**config.mk**
```make
export PLATFORM = sky130hd
export DESIGN_NAME = vram_blit_engine
export DESIGN_NICKNAME = d
export VERILOG_FILES = /design/src/rtl/vram_blit_engine.sv
export SDC_FILE = /design/constraint.sdc
export NUM_CORES = 1
export LEC_CHECK = 0
export ABC_AREA = 1
export CAP_MARGIN = 20
export CORE_AREA = 4 4 169 171
export DETAILED_ROUTE_END_ITERATION = 8
export DIE_AREA = 0 0 173 175
export PLACE_DENSITY = 0.78
export RECOVER_POWER = 100
export SYNTH_ARGS = -nofsm -noshare
export SYNTH_HDL_FRONTEND = slang
export SYNTH_SLANG_ARGS = --single-unit
```
**constraint.sdc**
```tcl
create_clock -name clk -period 2.95 [get_ports clk]
set_input_delay 0.295 -clock clk [delete_from_list [all_inputs] [get_ports clk]]
set_output_delay 0.295 -clock clk [all_outputs]
set_load 0.02 [all_outputs]
```
**src/rtl/vram_blit_engine.sv**
```systemverilog
// Local-bus rectangle fill/copy initiator for the 320x180 8-bit HDMI frame buffer.
// Issues CPU-style byte writes and byte reads in raster order while holding busy.
module vram_blit_engine #(
   parameter int                XLEN      = 32,
   parameter logic [XLEN-1:0]   VRAM_BASE = 32'h0020_0000,
   parameter int                H_PIX     = 320,
   parameter int                V_PIX     = 180,
   parameter int                RD_LAT    = 1
) (
   input  logic            clk,
   input  logic            rst_n,
   input  logic            start,
   input  logic            op,
   input  logic [8:0]      dst_x,
   input  logic [7:0]      dst_y,
   input  logic [8:0]      src_x,
   input  logic [7:0]      src_y,
   input  logic [8:0]      width,
   input  logic [7:0]      height,
   input  logic [7:0]      color,
   output logic            busy,
   output logic            done,
   output logic            err,
   output logic            m_sel,
   output logic [XLEN-1:0] m_addr,
   output logic [2:0]      m_we,
   output logic [XLEN-1:0] m_qin,
   input  logic [XLEN-1:0] m_qout
);

   localparam logic [2:0] S_IDLE  = 3'd0;
   localparam logic [2:0] S_CHECK = 3'd1;
   localparam logic [2:0] S_FILL  = 3'd2;
   localparam logic [2:0] S_RD    = 3'd3;
   localparam logic [2:0] S_WAIT  = 3'd4;
   localparam logic [2:0] S_WR    = 3'd5;
   localparam logic [2:0] S_DONE  = 3'd6;

   logic [2:0]      state_q, state_d;
   logic            op_q, op_d;
   logic [8:0]      dst_x_q, dst_x_d, src_x_q, src_x_d, w_q, w_d, x_q, x_d;
   logic [7:0]      dst_y_q, dst_y_d, src_y_q, src_y_d, h_q, h_d, y_q, y_d;
   logic [7:0]      color_q, color_d, wait_q, wait_d;
   logic [XLEN-1:0] dst_row_q, dst_row_d, src_row_q, src_row_d;
   logic            last_q, last_d;
   logic            busy_q, busy_d, done_q, done_d, err_q, err_d;
   logic            m_sel_q, m_sel_d;
   logic [2:0]      m_we_q, m_we_d;
   logic [XLEN-1:0] m_addr_q, m_addr_d, m_qin_q, m_qin_d;

   logic            adv, at_last, zero_size, oob;
   logic [9:0]      dx_end, dy_end, sx_end, sy_end;
   logic            unused_qout;

   assign unused_qout = ^m_qout[XLEN-1:8];

   // 10-bit sums so that e.g. 511+511 can never wrap back into range.
   assign dx_end    = {1'b0, dst_x_q} + {1'b0, w_q};
   assign sx_end    = {1'b0, src_x_q} + {1'b0, w_q};
   assign dy_end    = {2'b0, dst_y_q} + {2'b0, h_q};
   assign sy_end    = {2'b0, src_y_q} + {2'b0, h_q};
   assign zero_size = (w_q == 9'd0) || (h_q == 8'd0);
   assign oob       = (dx_end > 10'(H_PIX)) || (dy_end > 10'(V_PIX)) ||
                      (op_q && ((sx_end > 10'(H_PIX)) || (sy_end > 10'(V_PIX))));
   assign at_last   = (x_q == w_q - 9'd1) && (y_q == h_q - 8'd1);

   // NOTE: every *_d gets a default first so no path through the case infers a latch.
   always_comb begin
      state_d   = state_q;
      op_d      = op_q;
      dst_x_d   = dst_x_q;
      dst_y_d   = dst_y_q;
      src_x_d   = src_x_q;
      src_y_d   = src_y_q;
      w_d       = w_q;
      h_d       = h_q;
      color_d   = color_q;
      x_d       = x_q;
      y_d       = y_q;
      wait_d    = wait_q;
      dst_row_d = dst_row_q;
      src_row_d = src_row_q;
      last_d    = last_q;
      err_d     = err_q;
      m_sel_d   = 1'b0;
      m_we_d    = 3'b000;
      m_addr_d  = m_addr_q;
      m_qin_d   = m_qin_q;
      adv       = 1'b0;

      case (state_q)
         S_IDLE: if (start) begin
            state_d   = S_CHECK;
            op_d      = op;
            dst_x_d   = dst_x;
            dst_y_d   = dst_y;
            src_x_d   = src_x;
            src_y_d   = src_y;
            w_d       = width;
            h_d       = height;
            color_d   = color;
            x_d       = 9'd0;
            y_d       = 8'd0;
            last_d    = 1'b0;
            err_d     = 1'b0;
            // One-time setup multiply; per-pixel stepping is purely additive.
            dst_row_d = VRAM_BASE + XLEN'(dst_y) * XLEN'(H_PIX) + XLEN'(dst_x);
            src_row_d = VRAM_BASE + XLEN'(src_y) * XLEN'(H_PIX) + XLEN'(src_x);
         end
         S_CHECK: begin
            if (zero_size) begin
               state_d = S_DONE;
            end else if (oob) begin
               state_d = S_DONE;
               err_d   = 1'b1;
            end else if (!op_q) begin
               state_d  = S_FILL;
               m_sel_d  = 1'b1;
               m_we_d   = 3'b100;
               m_addr_d = dst_row_q + XLEN'(x_q);
               m_qin_d  = XLEN'(color_q);
               adv      = 1'b1;
            end else begin
               state_d  = S_RD;
               m_sel_d  = 1'b1;
               m_addr_d = src_row_q + XLEN'(x_q);
            end
         end
         S_FILL: begin
            if (last_q) begin
               state_d = S_DONE;
            end else begin
               m_sel_d  = 1'b1;
               m_we_d   = 3'b100;
               m_addr_d = dst_row_q + XLEN'(x_q);
               m_qin_d  = XLEN'(color_q);
               adv      = 1'b1;
            end
         end
         S_RD: begin
            state_d = S_WAIT;
            wait_d  = 8'd0;
         end
         S_WAIT: begin
            if (wait_q == 8'(RD_LAT - 1)) begin
               state_d  = S_WR;
               m_sel_d  = 1'b1;
               m_we_d   = 3'b100;
               m_addr_d = dst_row_q + XLEN'(x_q);
               m_qin_d  = XLEN'(m_qout[7:0]);
               adv      = 1'b1;
            end else begin
               wait_d = wait_q + 8'd1;
            end
         end
         S_WR: begin
            if (last_q) begin
               state_d = S_DONE;
            end else begin
               state_d  = S_RD;
               m_sel_d  = 1'b1;
               m_addr_d = src_row_q + XLEN'(x_q);
            end
         end
         S_DONE:  state_d = S_IDLE;
         default: state_d = S_IDLE;
      endcase

      if (adv) begin
         last_d = at_last;
         if (x_q == w_q - 9'd1) begin
            x_d       = 9'd0;
            y_d       = y_q + 8'd1;
            dst_row_d = dst_row_q + XLEN'(H_PIX);
            src_row_d = src_row_q + XLEN'(H_PIX);
         end else begin
            x_d = x_q + 9'd1;
         end
      end

      busy_d = (state_d != S_IDLE) && (state_d != S_DONE);
      done_d = (state_d == S_DONE);
   end

   // NOTE: sequential state uses non-blocking assignments so all flops update together.
   always_ff @(posedge clk or negedge rst_n) begin
      if (!rst_n) begin
         state_q   <= S_IDLE;
         op_q      <= 1'b0;
         dst_x_q   <= '0;
         dst_y_q   <= '0;
         src_x_q   <= '0;
         src_y_q   <= '0;
         w_q       <= '0;
         h_q       <= '0;
         color_q   <= '0;
         x_q       <= '0;
         y_q       <= '0;
         wait_q    <= '0;
         dst_row_q <= '0;
         src_row_q <= '0;
         last_q    <= 1'b0;
         busy_q    <= 1'b0;
         done_q    <= 1'b0;
         err_q     <= 1'b0;
         m_sel_q   <= 1'b0;
         m_we_q    <= 3'b000;
         m_addr_q  <= '0;
         m_qin_q   <= '0;
      end else begin
         state_q   <= state_d;
         op_q      <= op_d;
         dst_x_q   <= dst_x_d;
         dst_y_q   <= dst_y_d;
         src_x_q   <= src_x_d;
         src_y_q   <= src_y_d;
         w_q       <= w_d;
         h_q       <= h_d;
         color_q   <= color_d;
         x_q       <= x_d;
         y_q       <= y_d;
         wait_q    <= wait_d;
         dst_row_q <= dst_row_d;
         src_row_q <= src_row_d;
         last_q    <= last_d;
         busy_q    <= busy_d;
         done_q    <= done_d;
         err_q     <= err_d;
         m_sel_q   <= m_sel_d;
         m_we_q    <= m_we_d;
         m_addr_q  <= m_addr_d;
         m_qin_q   <= m_qin_d;
      end
   end

   assign busy   = busy_q;
   assign done   = done_q;
   assign err    = err_q;
   assign m_sel  = m_sel_q;
   assign m_we   = m_we_q;
   assign m_addr = m_addr_q;
   assign m_qin  = m_qin_q;

endmodule
```
# Word level (Yosys, flattened, before mapping)
# Index checks and enable logic that the tools add are counted.
[totals] elab_cells=148 in_bits=95 regBits=224
[classes] n_reduce_logical=25 magnitude_cmp=4 add_sub_neg=17 n_mux=60 n_mul=2 eq_ne=18
[op_table] op="two-way mux 32 bit" n=19
[op_table] op="one-hot mux 32 bit (4 select lines)" n=1
[op_table] op="one-hot mux 32 bit (3 select lines)" n=1
[op_table] op="adder 32 x 9 -> 32 bit" n=2
[op_table] op="adder 32 x 9 -> 32 bit (second input constant)" n=2
[op_table] op="adder 23 x 9 -> 24 bit" n=2
[op_table] op="adder 22 x 17 -> 23 bit (first input constant)" n=2
[op_table] op="two-way mux 8 bit" n=5
[op_table] op="two-way mux 9 bit" n=4
[op_table] op="two-way mux 3 bit" n=11
[op_table] op="multiplier 8 x 3 -> 11 bit (second input constant)" n=2
[op_table] op="adder 9 x 9 -> 10 bit" n=2
[op_table] op="greater-than comparator 10 x 9 -> 1 bit (second input constant)" n=2
[op_table] op="adder 8 x 8 -> 9 bit" n=2
[op_table] op="greater-than comparator 9 x 8 -> 1 bit (second input constant)" n=2
[op_table] op="inequality test 2 bit (second input constant)" n=9
[op_table] op="one-hot mux 3 bit (6 select lines)" n=1
[op_table] op="adder 8 x 1 -> 8 bit (second input constant)" n=2
[op_table] op="logical NOT 8 bit" n=2
[op_table] op="one-hot mux 8 bit (2 select lines)" n=1
[op_table] op="two-way mux 1 bit" n=13
[op_table] op="AND reduction 6 bit" n=2
[op_table] op="adder 9 x 1 -> 9 bit (second input constant)" n=1
[op_table] op="equality test 3 bit (second input constant)" n=3
[op_table] op="other kinds (20)" n=33

# Longest topological paths before layout
[depth] depth_word=10 mapped_depth=22 mapped_depth_nobuf=22

# Worst setup path after synthesis
# Ideal clock, no wire load.
[synth_path] kind="register to register" startpoint="register w_q[0]" endpoint="register dst_row_q[24]" synth_period_minus_slack_ns=2.510 n_path_buf=2 required_time_ns=2.833 stages_incl_launch_ff=18 arrival_time_ns=2.393 setup_slack_ns=0.440 setup_ns=0.117 cell_sequence="dfrtp_1 > ha_1 > inv_1 > fa_1 > nand3b_1 > nand2_1 > nand2_1 > o21ai_1 > xor2_1 > a21oi_2 > nor2_4 > nand3_2 > nand2_4 > inv_2 > buf_6 > buf_8 > nand2_1 > nand2_1"
[synth_via] elab_chain_len=9
[synth_lines] element="from (decl)" line_no="41" source="logic [8:0] dst_x_q, dst_x_d, src_x_q, src_x_d, w_q, w_d, x_q, x_d;"
[synth_lines] element="from (signal assigned)" line_no="217" source="w_q <= w_d;"
[synth_lines] element="adder 9 x 9 -> 10 bit" line_no="59" source="assign sx_end = {1'b0, src_x_q} + {1'b0, w_q};"
[synth_lines] element="greater-than comparator 10 x 9 -> 1 bit" line_no="64" source="(op_q && ((sx_end > 10'(H_PIX)) || (sy_end > 10'(V_PIX))));"
[synth_lines] element="logical OR 1 bit" line_no="64"
[synth_lines] element="logical AND 1 bit" line_no="64"
[synth_lines] element="logical OR 1 bit" line_no="63" source="assign oob = (dx_end > 10'(H_PIX)) || (dy_end > 10'(V_PIX)) ||"
[synth_lines] element="two-way mux 1 bit" line_no="113" source="end else if (oob) begin"
[synth_lines] element="two-way mux 1 bit" line_no="111" source="if (zero_size) begin"
[synth_lines] element="one-hot mux 1 bit (3 select lines)" line_no="91" source="case (state_q)"
[synth_lines] element="two-way mux 32 bit (*)" line_no="169" source="if (adv) begin"
[synth_lines] element="via dst_row_d[24]" line_no="44" source="logic [XLEN-1:0] dst_row_q, dst_row_d, src_row_q, src_row_d;"
[synth_lines] element="to (signal assigned)" line_no="223" source="dst_row_q <= dst_row_d;"
[synth_lines] element="to (decl)" line_no="44"
# Mark *: on every way through the listed nets, which the timed path passes. The rest lies on a longest branch.
# A chain may end at the register's enable or synchronous reset.

# Final worst setup path
[layout_path] startpoint="register w_q[0]" endpoint="register dst_row_q[28]"
# Same word-level chain as after synthesis.

==> metrics <==
largest net degree at the start of global routing=between 100 and 150; Post-Synth XOR/XNOR Area=7.03%; Adder-Cell Fraction of Synth Area=about 8.6%; Root Driver=clkbuf_16; placed insts=2794; WP data arrival=about 3.2 ns; initial antenna violation count=0; Clk pin slew, worst setup/hold paths=0.10 ns; drt wl/cell=16.5 um; CP delay by family, top=simple AND/OR/NAND/NOR gates; final hold vios=0; hpwl dp=between 30000 and 40000 um; Post-synth ARST share=100%; top cell type by total area after synthesis=dfrtp_1; Netlist Area Pre-Place=0.0156 mm^2; R2R Path End=dst_row_q[28]; # H-tree levels=4; Diodes inserted=0; # DRC=0; Crit Path Max Fanout=38; endpoint class of the critical path=flip-flop; Layout Nets=about 2.7k; crit path cell chain=ha_2, inv_1, fa_1, nand3b_1, nand2_1, nand2_1, o21ai_2, xor2_1, a21oi_2, nor2_4, nand3_4, nand2_8, inv_2, buf_12, nand2_1, nand2_1; most frequent cell after synthesis=nand2_1; Layout area overhead=16.0%; Setup Skew=0.0265 ns; number of flops mapped to enable cells by yosys=0; worst path required time=3.28 ns; Pins Over Slew Limit=77; VDD IR-drop max=around 350 uV; Slew HR=-34.5%; period utilization=96.5%; most used cell, CP=nand2_1; post-synthesis register bit count=between 150 and 200; FP Rows=60; part of the Yosys area used for sequential elements=31.8%; total power=5.74 mW; gr usage total=a little under a third; setup TNS=0 ns; final setup vio count=0; Yosys Warn Count=0; main combinational cell family by area after synthesis=simple AND/OR/NAND/NOR gates; first-pass iteration count of the detailed router=8; r2r startpoint=w_q[0]; PD cells=roughly 320 mW/mm^2; Die Area=slightly above 0.03 mm^2; Final ANT Viol Nets=0; status=finished with violations; Max clock buf depth=2; worst hold start=width[7]; slowest cell on the critical path=dfrtp_1; synth cell count leaders=nand2_1 (968), inv_1 (214), dfrtp_1 (198); Buf/Inv on CP=3; final wirelength=between 40000 and 50000 um; final std cells w/o fill=2831; CTS tree=done; R2R Setup Slk=around 0.10 ns; Max Cap Violations=1; fin util=about two thirds; share of cells above drive strength 1=slightly below 6%; min setup slack post-route=approximately 0.10 ns; vias in the first global route=14.7k; GRT overflow=0; Chip Width=between 150 and 200 um; Inserted Clock Buffers=17; gpl congestion=~0.95; DR vias/cell=approximately 5.5; buffers added on ports=about 120; mux cell area share after synthesis=0%; Layout fillers=2455; CP Class=flip-flop to flip-flop; synth top area cells=dfrtp_1 (32%), nand2_1 (23%), ha_1 (7.3%); first-pass GRT wire length=between 70000 and 80000 um; Avg Inst Size Synth=between 6 and 7 um^2; leakage=approximately 9.5 nW; die height=roughly 180 um; Gate Count Post-Synth=about 2.3k; Core Area=~0.027 mm^2; Post-synth top flop=dfrtp_1; Hold Path Sink=w_q[7]; Synth Area in Compound Gates=8.45%; Worst-Margin Slew=between 2 and 2.5 ns; Hold Path Cell Cnt=3; Max Freq=351 MHz; type of origin of the critical path=flip-flop; starting density of the core=58.0%; 1st-iter DRT viols=approximately 1.5k; pre-CTS setup slack=-0.161 ns; CTS Sinks=around 200; Simple-Gate Fraction of Synth Area=35.3%; violated checks=max-capacitance violations, max-slew violations; clk_lat worst skew=between 0.4 and 0.5 ns; Synth top area share=a little under a third; crit path time final=2.85 ns; IO Pins=around 170; R2R cell count=16; Hold WC Path Type=input port to flip-flop; number of distinct library cells after synthesis=46; slowest stage delay, CP=between 0.4 and 0.5 ns; via count=between 15k and 20k
## routing by layer
metal  GRT usage, %  vias to the layer above  share of wire [%]  routed length [um]
met1           43.9                     7182                 45               21100
met2           48.8                      631                 45               21000
met4           7.02                        0                1.8                 855
li1               -                     7636                  -                   -
met5              0                        -                  0                   0
met3           4.02                       69                8.0                3720
## cells by family (layout without fill, tap and decap cells)
family	count (synthesis)	in the layout
buf+inv	317	449
other cells	1	26
flops	198	198
fa+ha+maj	101	101
simple gates	1346	1346
xor+xnor	125	125
compound gates	245	245
## state kept, by name, summed over array words and instances (netlist names), 9 cells and up
| register | cells |
|---|---|
| x_q | 9 |
| dst_row_q | 32 |
| src_x_q | 9 |
| src_row_q | 32 |
| dst_x_q | 9 |
| m_addr | 32 |
| w_q | 9 |
## repair_timing
item,CTS,global route
endpoints found under the setup margin,0,112
hold endpoints to repair,73,0
hold buffers,1,0
setup buffers,0,3
resized for setup,0,19
## placed cells by master (no fill, tap or decap), types with 6 or more instances in the layout
master,count
xor2_1,93
nor3_1,34
fa_1,9
nand3b_1,7
inv_2,6
clkbuf_1,9
nor4_1,16
clkdlybuf4s50_1,69
nand3_1,130
o21bai_1,6
buf_4,61
o22ai_1,8
nor2_1,139
inv_1,213
a21oi_1,61
conb_1,26
clkbuf_16,18
ha_1,88
nand2_1,967
dlygate4sd3_1,46
xnor2_1,32
nand4_1,28
dfrtp_1,197
o21ai_0,129
o21ai_1,19
## final cells by class
cell class,instances,area (um^2),share of cell area (%)
clock buffers,18,439,2.43
clock inverters,14,185,1.02
inverters,221,836,4.62
multi-input cells,1843,9410,52.0
flip-flops and latches,198,4960,27.4
well taps,341,427,2.36
repair buffers,196,1830,10.1
## worst max-delay path by stage
| stage | startpoint | to | slack [ns] | cells past startpoint |
|---|---|---|---|---|
| finish | w_q[0] | dst_row_q[28] | 0.10 | 16 |
| detailed placement | dst_y[1] | dst_row_q[14] | -0.16 | 19 |
| global placement | dst_y[1] | dst_row_q[14] | -0.08 | 19 |
| CTS | w_q[0] | m_addr[3] | 0.05 | 15 |
| floorplan | w_q[0] | dst_row_q[24] | 0.44 | 17 |
| global route | w_q[0] | src_row_q[15] | -0.03 | 16 |
## tightest hold or removal path: cells and delay by family
family                 cells  cell delay, ns
buffers and inverters      1            0.40
AND/OR/NAND/NOR            2            0.10
## report_power, final
group	total, mW	switching, mW	internal [mW]	leakage [nW]
Clock	2.53	1.33	1.20	0.304
Combinational	0.488	0.274	0.214	6.58
Sequential	2.72	0.00311	2.72	2.63
Total	5.74	1.61	4.13	9.51
## stage by stage
| stage | hold slack [ns] | cell area (um^2) |
|---|---|---|
| 3_5_place_dp | 0.361 | 17400 |
| 5_1_grt | 0.383 | 18100 |
| 6_report | 0.369 | 18100 |
| 4_1_cts | 0.357 | 18000 |
| 3_3_place_gp | 0.359 | 17400 |
| 2_1_floorplan | -0.000591 | 15700 |
(Power assumes the default switching activity.)
